### config.mk
export PLATFORM = sky130hd
export DESIGN_NAME = mem_port_arbiter
export DESIGN_NICKNAME = d
export VERILOG_FILES = /design/src/rtl/mem_port_arbiter.sv
export SDC_FILE = /design/constraint.sdc
export NUM_CORES = 1
export LEC_CHECK = 0
export BUFFER_PORTS_ARGS = -buffer_cell sky130_fd_sc_hd__clkbuf_2
export CAP_MARGIN = 20
export CORE_AREA = 5 5 194 196
export CTS_BUF_LIST = sky130_fd_sc_hd__clkbuf_8
export DETAILED_ROUTE_END_ITERATION = 10
export DIE_AREA = 0 0 199 201
export PLACE_DENSITY = 0.5
export SLEW_MARGIN = 15
export SYNTH_ARGS = -nofsm -noshare
export SYNTH_HDL_FRONTEND = slang
export SYNTH_SLANG_ARGS = --single-unit
### constraint.sdc
create_clock -name clk -period 2.9 [get_ports clk]
set_clock_uncertainty 0.2 [all_clocks]
set_input_delay 0.435 -clock clk [delete_from_list [all_inputs] [get_ports clk]]
set_output_delay 0.435 -clock clk [all_outputs]
set_load 0.02 [all_outputs]
### src/rtl/mem_port_arbiter.sv
// Two-requester arbiter (fetch / load-store) in front of one single-ported memory.
// Define ARB_RR_EN for round-robin arbitration instead of data priority with starvation guard.
module mem_port_arbiter #(
  parameter int MEM_LAT    = 2,
  parameter int STARVE_MAX = 3
) (
  input  logic        clk,
  input  logic        reset,
  input  logic        if_req,
  input  logic [63:0] if_addr,
  output logic        if_gnt,
  output logic        if_rvalid,
  output logic [31:0] if_rdata,
  input  logic        dm_req,
  input  logic        dm_we,
  input  logic [63:0] dm_addr,
  input  logic [63:0] dm_wdata,
  input  logic [3:0]  dm_size,
  output logic        dm_gnt,
  output logic        dm_rvalid,
  output logic [63:0] dm_rdata,
  output logic        mem_en,
  output logic        mem_we,
  output logic [63:0] mem_addr,
  output logic [63:0] mem_wdata,
  output logic [3:0]  mem_size,
  input  logic [63:0] mem_rdata,
  output logic        busy
);

  localparam int CW = (MEM_LAT > 1) ? $clog2(MEM_LAT) : 1;
  localparam logic [CW-1:0] CNT_INIT = CW'(MEM_LAT - 1);

  typedef enum logic [1:0] {IDLE, ACCESS, DONE} state_t;

  state_t        state_q;
  logic [CW-1:0] cnt_q;
  logic          win_if_q;
  logic          win_if_d;
  logic          if_gnt_q, if_rvalid_q, dm_gnt_q, dm_rvalid_q;
  logic [31:0]   if_rdata_q;
  logic [63:0]   dm_rdata_q;
  logic          mem_en_q, mem_we_q;
  logic [63:0]   mem_addr_q, mem_wdata_q;
  logic [3:0]    mem_size_q;

`ifdef ARB_RR_EN
  logic last_if_q;
`else
  localparam int SW = (STARVE_MAX < 1) ? 1 : $clog2(STARVE_MAX + 1);
  localparam logic [SW-1:0] STARVE_LIM = SW'(STARVE_MAX);
  logic [SW-1:0] starve_q;
`endif

  // Winner selection for a request sampled in IDLE; 1 = fetch, 0 = data.
  always_comb begin
    win_if_d = 1'b0;
    if (if_req && !dm_req) begin
      win_if_d = 1'b1;
    end else if (if_req && dm_req) begin
`ifdef ARB_RR_EN
      win_if_d = ~last_if_q;
`else
      win_if_d = (starve_q == STARVE_LIM);
`endif
    end
  end

  always_ff @(posedge clk) begin
    if (reset) begin
      state_q     <= IDLE;
      cnt_q       <= '0;
      win_if_q    <= 1'b0;
      if_gnt_q    <= 1'b0;
      if_rvalid_q <= 1'b0;
      dm_gnt_q    <= 1'b0;
      dm_rvalid_q <= 1'b0;
      if_rdata_q  <= '0;
      dm_rdata_q  <= '0;
      mem_en_q    <= 1'b0;
      mem_we_q    <= 1'b0;
      mem_addr_q  <= '0;
      mem_wdata_q <= '0;
      mem_size_q  <= '0;
`ifdef ARB_RR_EN
      last_if_q   <= 1'b0;
`else
      starve_q    <= '0;
`endif
    end else begin
      if_gnt_q    <= 1'b0;
      dm_gnt_q    <= 1'b0;
      if_rvalid_q <= 1'b0;
      dm_rvalid_q <= 1'b0;
      case (state_q)
        IDLE: begin
          if (if_req || dm_req) begin
            state_q  <= ACCESS;
            cnt_q    <= CNT_INIT;
            mem_en_q <= 1'b1;
            win_if_q <= win_if_d;
`ifdef ARB_RR_EN
            last_if_q <= win_if_d;
`endif
            if (win_if_d) begin
              if_gnt_q    <= 1'b1;
              mem_we_q    <= 1'b0;
              mem_addr_q  <= if_addr;
              mem_wdata_q <= '0;
              mem_size_q  <= 4'd4;
`ifndef ARB_RR_EN
              starve_q    <= '0;
`endif
            end else begin
              dm_gnt_q    <= 1'b1;
              mem_we_q    <= dm_we;
              mem_addr_q  <= dm_addr;
              mem_wdata_q <= dm_wdata;
              mem_size_q  <= dm_size;
`ifndef ARB_RR_EN
              // Only a data win over a waiting fetch counts toward starvation.
              if (if_req && (starve_q != STARVE_LIM)) starve_q <= starve_q + 1'b1;
`endif
            end
          end
        end
        ACCESS: begin
          if (cnt_q == '0) begin
            state_q  <= DONE;
            mem_en_q <= 1'b0;
            if (win_if_q) begin
              if_rdata_q  <= mem_rdata[31:0];
              if_rvalid_q <= 1'b1;
            end else begin
              dm_rdata_q  <= mem_we_q ? 64'd0 : mem_rdata;
              dm_rvalid_q <= 1'b1;
            end
          end else begin
            cnt_q <= cnt_q - 1'b1;
          end
        end
        DONE:    state_q <= IDLE;
        default: state_q <= IDLE;
      endcase
    end
  end

  assign if_gnt    = if_gnt_q;
  assign if_rvalid = if_rvalid_q;
  assign if_rdata  = if_rdata_q;
  assign dm_gnt    = dm_gnt_q;
  assign dm_rvalid = dm_rvalid_q;
  assign dm_rdata  = dm_rdata_q;
  assign mem_en    = mem_en_q;
  assign mem_we    = mem_we_q;
  assign mem_addr  = mem_addr_q;
  assign mem_wdata = mem_wdata_q;
  assign mem_size  = mem_size_q;
  assign busy      = (state_q != IDLE);

endmodule
# Word level (Yosys, flattened, before mapping)
# Cells that the tools add are included.
# totals
ff_bits	240
input_bits	265
out_inout_bits	235
# op_classes
add_sub_neg	2
eq_ne	5
n_mux	21
bitwise	5
reduce_logical	18
# ops
op	n
64-bit 2-to-1 mux	3
3-bit AND reduction	4
1-bit 2-to-1 mux	10
2-bit 2-to-1 mux	4
2-bit != test (second input constant)	3
2-bit AND reduction	3
2-bit nonzero test	3
3-bit OR reduction	2
1-bit NOT	5
4-bit 2-to-1 mux	1
1-bit one-hot mux with 2 select lines	2
2-bit one-hot mux with 2 select lines	1
1-bit logical AND	3
2-bit by 1-bit adder with 2-bit output (second input constant)	1
2-bit by 1-bit == test with 1-bit output (second input constant)	1
2-bit == test (second input constant)	1
2-bit logical NOT	1
1-bit logical NOT	1
1-bit logical OR	1
1-bit subtractor (second input constant)	1

# Depth between registers and ports, before layout
# Gate-level depths: netlist of the first run.
# logic_depth
ltp_word	5
depth_mapped	7
depth_no_buf	4

# Least setup slack after synthesis of the first run
# No wires, ideal clock.
# synth_timing
kind	input -> register
startpoint	input if_req
endpoint	register mem_wdata_q[44], in the netlist mem_wdata[44]
required_time_ps	2641
setup_slack_ps	1115
setup_ps	59
path_buffers	3
path_stages	6
arrival_time_ps	1527
path_cell_list	buf_2 > a211o_1 > nor3_4 > buf_4 > buf_4 > a22o_1
# synth_between
elab_chain_cells	4
# synth_lines
item	line	text
start: declaration	9	input logic if_req,
1-bit logical AND	60	end else if (if_req && dm_req) begin
1-bit 2-to-1 mux	60	
1-bit 2-to-1 mux	58	if (if_req && !dm_req) begin
64-bit 2-to-1 mux	105	if (win_if_d) begin
end signal: assignment	118	mem_wdata_q <= dm_wdata;
end: declaration	44	logic [63:0] mem_addr_q, mem_wdata_q;
# Parallel ways exist; a longest one is shown, timed or not.
# A chain may end at the register's enable or synchronous reset.

# Final worst setup path of the first run
# layout_timing
startpoint	register state_q[0]
endpoint	register dm_rdata_q[48], in the netlist dm_rdata[48]
# layout_between
elab_chain_cells	2
# layout_lines
item	line	text
start: declaration	36	state_t state_q;
start signal: assignment	71	state_q <= IDLE;
start signal: assignment	98	state_q <= ACCESS;
start signal: assignment	129	state_q <= DONE;
2-bit by 1-bit == test with 1-bit output	95	case (state_q)
3-bit AND reduction (no source line)	--	
end signal: assignment	135	dm_rdata_q <= mem_we_q ? 64'd0 : mem_rdata;
end: declaration	42	logic [63:0] dm_rdata_q;
# No other way between the ends.

==> summary.md, run 1 <==
| Metric | Value |
|---|---|
| Share of cells above drive strength 1 | 33.77% |
| Leak pwr | 6.907 nW |
| CTS clk-pin slew, worst paths | 0.05 ns |
| Hold_ws | 0.08810 ns |
| CTS tree | done |
| H-tree levels | 2 |
| Area Growth Syn to Fin | 70.64% |
| ANT cells | 0 |
| Unrepaired setup endpoints after global routing | no |
| FP Rows | 70 |
| Max-Cap Viols | 0 |
| Most used DFF post-synth | dfxtp_1 |
| Min Clock Period, post-route | 2.753 ns |
| Unique masters post-synth | 33 |
| Insertion delay to the later sink of the worst-skew pair | 0.59 ns |
| Die Span Y | 201 µm |
| Worst Hold Depth | 3 |
| Min-delay src | dm_addr[62] |
| Mapped Cells | 1009 |
| Detail Route Antenna Nets | 0 |
| Final hold vios | 0 |
| FF+latch count, synth | 240 |
| Post-synthesis sequential area ratio | 52.56% |
| Pwr dens | 577.6 nW/µm² |
| Syn_nets | 1275 |
| Yosys warnings | 0 |
| Critical Path Fanout Max | 54 |
| Critical path class | reg2reg |
| Gr ovfl total | 0 |
| Worst slew pin tran | 0.7855 ns |
| Top cells by count, synth | dfxtp_1 (240), a21oi_1 (167), nand2_1 (132) |
| Vias in the first global route | 10830 |
| Area leader, netlist | dfxtp_1 |
| Min-Delay Endpoint | mem_addr[62] |
| Syn Area/Cell | 9.060 µm² |
| Clock Root Buffer | clkbuf_8 |
| DIE AREA | 40000 µm² |
| Sink Count | 240 |
| DR pass1 iterations | 4 |
| Largest net degree at the start of global routing | 112 |
| Post-Syn Area | 9141 µm² |
| Outcome | finished, final reports clean |
| Worst hold path type | in2reg |
| Total CTS buffers | 44 |
| CTS Buffer Depth | 3 |
| R2r setup slk | 0.15 ns |
| Number of vias per cell | 4.800 |
| R2R depth | 5 |
| Initial core utilization | 25.46% |
| First-pass GRT wire length | 60540 µm |
| WL final | 39800 µm |
| Initial antenna violation count | 0 |
| Max-slew violations | 0 |
| Number of fill cells | 3556 |
| Drt first-iter violations | 424 |
| # DRC | 0 |
| Vias | 10660 |
| Setup bufs post-CTS | 0 |
| Crit path capture type | register |
| Routed wire per std cell | 17.92 µm |
| Die width | 199 µm |
| Post-detail-place hpwl | 25420 µm |
| Sum Neg Setup Slack | 0 ns |
| Synth top area cells | dfxtp_1 (53%), a21oi_1 (9.1%), a22o_1 (6.5%) |
| Post-synth EDFFs | 0 |
| Setup Viol. Count Final | 0 |
| Worst Setup SP | state_q[0] |
| Fmax | 0.3632 GHz |
| Worst r2r src | state_q[0] |
| Critical path arrival | 3.01 ns |
| Slew margin rel. | 47.63% |
| Max VDD drop | 0.3885 mV |
| Worst endpoint required time | 3.16 ns |
| Post-synth top area share | 52.56% |
| Io pins | 500 |
| Reg-to-reg endpoint | dm_rdata[48] |
| Global Route Usage Sum | 18.59% |
| # port buffers | 499 |
| Number of nets in the layout | 1991 |
| Placer Congestion | 0.7827 |
| CORE AREA | 35910 µm² |
| Period utilization | 94.93% |
| Cell with the most instances after synthesis | dfxtp_1 |
| Startpoint types | register |
| Asr flop ratio synth | 0% |
-- critical path, cell delays in order (launching register included) --
cell,delay (ns)
dfxtp_1,0.54
or4b_2,0.85
buf_12,0.28
nand2_1,0.10
a21oi_1,0.05
dlygate4sd3_1,0.56
-- area by class of cell --
| cell class | count | area [µm²] | area share, % |
|---|---|---|---|
| flip-flops and latches | 240 | 4806 | 30.81 |
| clock buffers | 54 | 743.2 | 4.765 |
| clock inverters | 20 | 148.9 | 0.9545 |
| repair buffers | 783 | 5431 | 34.82 |
| well taps | 468 | 585.6 | 3.754 |
| multi-input cells | 651 | 3865 | 24.78 |
| inverters | 5 | 18.77 | 0.1203 |
-- how the worst max path moves through the flow --
stage / end / slack (ns) / depth (start not counted)
global placement: if_rdata[23] / 0.73 / 3
finish: dm_rdata[48] / 0.15 / 5
global route: dm_rdata[44] / 0.05 / 5
detailed placement: dm_rdata[8] / 0.68 / 4
floorplan: mem_wdata[44] / 1.11 / 6
CTS: dm_rdata[44] / 0.16 / 5
-- layout by cell type, fill, tap and decap left out, types with 2 or more instances in the layout --
cell type / instances
dfxtp_1: 239
nand2_1: 132
nand3_1: 65
inv_1: 18
clkbuf_2: 498
bufinv_16: 2
clkinvlp_4: 2
clkbuf_8: 54
buf_4: 9
or3b_2: 2
nand3b_1: 65
nor2_4: 2
o21ai_0: 66
a21oi_1: 167
a22o_1: 68
dlygate4sd3_1: 265
a311oi_1: 64
nor2_1: 5
buf_12: 9
-- kinds of logic (layout without fill, tap and decap cells) --
family	after synthesis	after routing	synth area share, %
flops	240	240	52.56
compound gates	368	368	25.68
simple gates	282	282	15.93
fa+ha+maj	1	1	0.1369
buf+inv	118	862	5.694
-- metrics by stage --
step / cell area, µm² / utilization [%] / total power, mW / std cells / setup WS (ns)
2_1_floorplan: 9141 / - / 4.703 / 1009 / 1.115
3_3_place_gp: 12030 / 33.49 / 5.392 / 1881 / 0.7297
3_5_place_dp: 12030 / 33.49 / 5.405 / 1881 / 0.6788
5_1_grt: 15600 / 43.44 / 9.477 / 2221 / 0.04805
4_1_cts: 15570 / 43.36 / 9.132 / 2220 / 0.1587
6_report: 15600 / 43.44 / 9.009 / 2221 / 0.1469
-- power by group --
part | switching (mW) | total [mW] | internal (mW) | leakage (nW)
combinational | 1.10 | 2.00 | 0.896 | 4.44
clock | 1.44 | 3.29 | 1.85 | 0.502
sequential | 0.162 | 3.72 | 3.56 | 1.97
-- repair_timing --
item / 4_1_cts / 5_1_grt
hold buffers: 265 / 0
endpoints found under the hold margin: 235 / 0
resized for setup: 0 / 0
-- registers in the layout (all words and copies together) (netlist names) --
| signal | cells |
|---|---|
| if_rdata | 32 |
| mem_en | 1 |
| dm_rvalid | 1 |
| mem_size | 4 |
| if_rvalid | 1 |
| state_q | 2 |
| cnt_q | 1 |
| starve_q | 2 |
| mem_addr | 64 |
| mem_wdata | 64 |
| if_gnt | 1 |
| dm_rdata | 64 |
| win_if_q | 1 |
| dm_gnt | 1 |
| mem_we | 1 |
-- metal layers --
layer / vias up / routed length, µm / global-route usage [%]
li1: 5106 / - / -
met1: 5028 / 16190 / 22.55
met2: 437 / 19000 / 30.93
met3: 89 / 3219 / 5.723
met4: 0 / 1387 / 6.864
met5: - / 0 / 0
(Power assumes the default switching activity.)
==> inputs of run 2 (changes only) <==
--- a/config.mk
+++ b/config.mk
@@ -12,6 +12,7 @@
 export DETAILED_ROUTE_END_ITERATION = 10
 export DIE_AREA = 0 0 199 201
 export PLACE_DENSITY = 0.5
+export SETUP_SLACK_MARGIN = 0.3
 export SLEW_MARGIN = 15
 export SYNTH_ARGS = -nofsm -noshare
 export SYNTH_HDL_FRONTEND = slang
==> run 2 against run 1 <==
Non-clock buffer count decreased by 3. Clock power hardly changed. Register-to-register slack better by 0.27 ns. Design area down 0.12%. Sequential power about the same. Final cell count down 0.14%. Critical endpoint is now mem_addr[43]. Highest routed layer unchanged.
==> summary.md, run 2 (same netlist as run 1, synthesis figures left out) <==
| Metric | Value |
|---|---|
| Sum Neg Setup Slack | 0 ns |
| Post-detail-place hpwl | 25420 µm |
| Detail Route Antenna Nets | 0 |
| Routed wire per std cell | 18.00 µm |
| Most common cell after layout, fill and taps aside | clkbuf_2 |
| Die Span Y | 201 µm |
| Clock Root Buffer | clkbuf_8 |
| Slew margin rel. | 51.57% |
| Most frequent cells in the layout | clkbuf_2 (498), dlygate4sd3_1 (262), dfxtp_1 (238) |
| Global Route Usage Sum | 18.61% |
| DIE AREA | 40000 µm² |
| Max-slew violations | 0 |
| Vias | 10660 |
| Max stage delay on crit path | 0.61 ns |
| CORE AREA | 35910 µm² |
| Placed cell areas | 12030 µm² |
| Critical path buffers and inverters | 4 |
| Sink Count | 240 |
| NetSw | 2.706 mW |
| Initial antenna violation count | 0 |
| Setup bufs post-CTS | 0 |
| Leak pwr | 6.851 nW |
| P_int | 6.275 mW |
| Unrepaired setup endpoints after global routing | no |
| Period utilization | 86.88% |
| Number of vias per cell | 4.807 |
| Combinational share of power | 21.9% |
| Hold_ws | 0.09019 ns |
| Worst endpoint required time | 3.21 ns |
| Total CTS buffers | 44 |
| R2R depth | 6 |
| Number of nets in the layout | 1988 |
| Area Growth Syn to Fin | 70.43% |
| CTS clk-pin slew, worst paths | 0.05 ns |
| Sw Ratio | 30.13% |
| Gr ovfl total | 0 |
| Worst hold path type | in2reg |
| Total power draw | 8.980 mW |
| Worst path cell trace | dlygate4sd3_1 > clkbuf_2 > or2_2 > buf_12 > a21oi_1 > a311oi_1 > dlygate4sd3_1 |
| H-tree levels | 2 |
| Io pins | 500 |
| CTS Buffer Depth | 3 |
| Critical path class | in2reg |
| Min-Delay Endpoint | mem_addr[62] |
| Min-delay src | dm_addr[62] |
| Drt first-iter violations | 495 |
| Startpoint types | input pin |
| Worst slew pin tran | 0.7264 ns |
| Final Cell Area | 15580 µm² |
| # port buffers | 499 |
| Clk pwr share | 36.7% |
| Crit path capture type | register |
| Min Clock Period, post-route | 2.520 ns |
| Largest net degree at the start of global routing | 112 |
| Sequential share of power | 41.4% |
| Insertion delay to the later sink of the worst-skew pair | 0.59 ns |
| Initial core utilization | 25.46% |
| Vias in the first global route | 10840 |
| Die width | 199 µm |
| Final hold vios | 0 |
| Worst Hold Depth | 3 |
| Reg-to-reg endpoint | mem_addr[43] |
| DR pass1 iterations | 4 |
| Fmax | 0.3969 GHz |
| R2r setup slk | 0.42 ns |
| Slowest CP cell | dlygate4sd3_1 |
| Share of cells above drive strength 1 | 33.89% |
| ANT cells | 0 |
| Setup Viol. Count Final | 0 |
| Outcome | finished, final reports clean |
| FP Rows | 70 |
| Max VDD drop | 0.3880 mV |
| Cell family with most CP delay | buffers and inverters |
| Pwr dens | 576.4 nW/µm² |
| Critical path arrival | 2.83 ns |
| Worst r2r src | state_q[0] |
| CTS tree | done |
| WL final | 39930 µm |
| Critical Path Fanout Max | 65 |
| # DRC | 0 |
| First-pass GRT wire length | 60660 µm |
| Max-Cap Viols | 0 |
| Most frequent CP cell | dlygate4sd3_1 |
| Placer Congestion | 0.7827 |
run 2: timing repair:
item                                   4_1_cts  5_1_grt
resized for setup                            0        4
setup endpoints to repair                    0       37
hold buffers                               262        0
endpoints found under the hold margin      235        0
run 2: worst register-to-register path: stages, from the launching register on:
cell and delay [ns]:
dfxtp_1 0.54, nor2_4 0.09, inv_1 0.20, nor2_4 0.06, clkbuf_8 0.31, a311oi_1 0.41, dlygate4sd3_1 0.61
run 2: how the worst max path moves through the flow:
stage,from,slack (ns),depth (start not counted),endpoint
after floorplan,if_req,1.11,6,mem_wdata[44]
after global placement,state_q[1],0.73,3,if_rdata[23]
after detailed placement,state_q[0],0.68,4,dm_rdata[8]
after CTS,state_q[0],0.32,6,mem_addr[38]
after global routing,state_q[0],0.32,6,mem_addr[43]
final,if_req,0.38,7,mem_addr[43]
run 2: routing by layer:
| layer | wire [µm] | vias up | global-route usage, % |
|---|---|---|---|
| met5 | 0 | - | 0 |
| met4 | 1353 | 0 | 6.790 |
| met3 | 3421 | 91 | 5.874 |
| met2 | 19340 | 467 | 31.39 |
| met1 | 15810 | 5008 | 22.17 |
| li1 | - | 5097 | - |
run 2: stage by stage:
stage                     instances  setup slack, ns  util (%)
after floorplan                1009            1.115         -
after global placement         1881           0.7297     33.49
after detailed placement       1881           0.6788     33.49
after CTS                      2217           0.3158     43.28
after global routing           2218           0.3222     43.39
final                          2218           0.3804     43.39
run 2: power groups by stage:
stage,combinational [mW],clock [mW],sequential (mW)
global route,2.11,3.58,3.75
finish,1.97,3.29,3.72
CTS,1.96,3.42,3.72
detailed placement,1.62,0,3.78
floorplan,0.650,0,4.05
global placement,1.61,0,3.78
run 2: final cells by class:
type / count / area [µm²]
well taps: 468 / 585.6
clock buffers: 54 / 743.2
flip-flops and latches: 240 / 4807
fillers: 3549 / 20330
inverters: 5 / 18.77
clock inverters: 20 / 148.9
multi-input cells: 651 / 3865
repair buffers: 780 / 5411
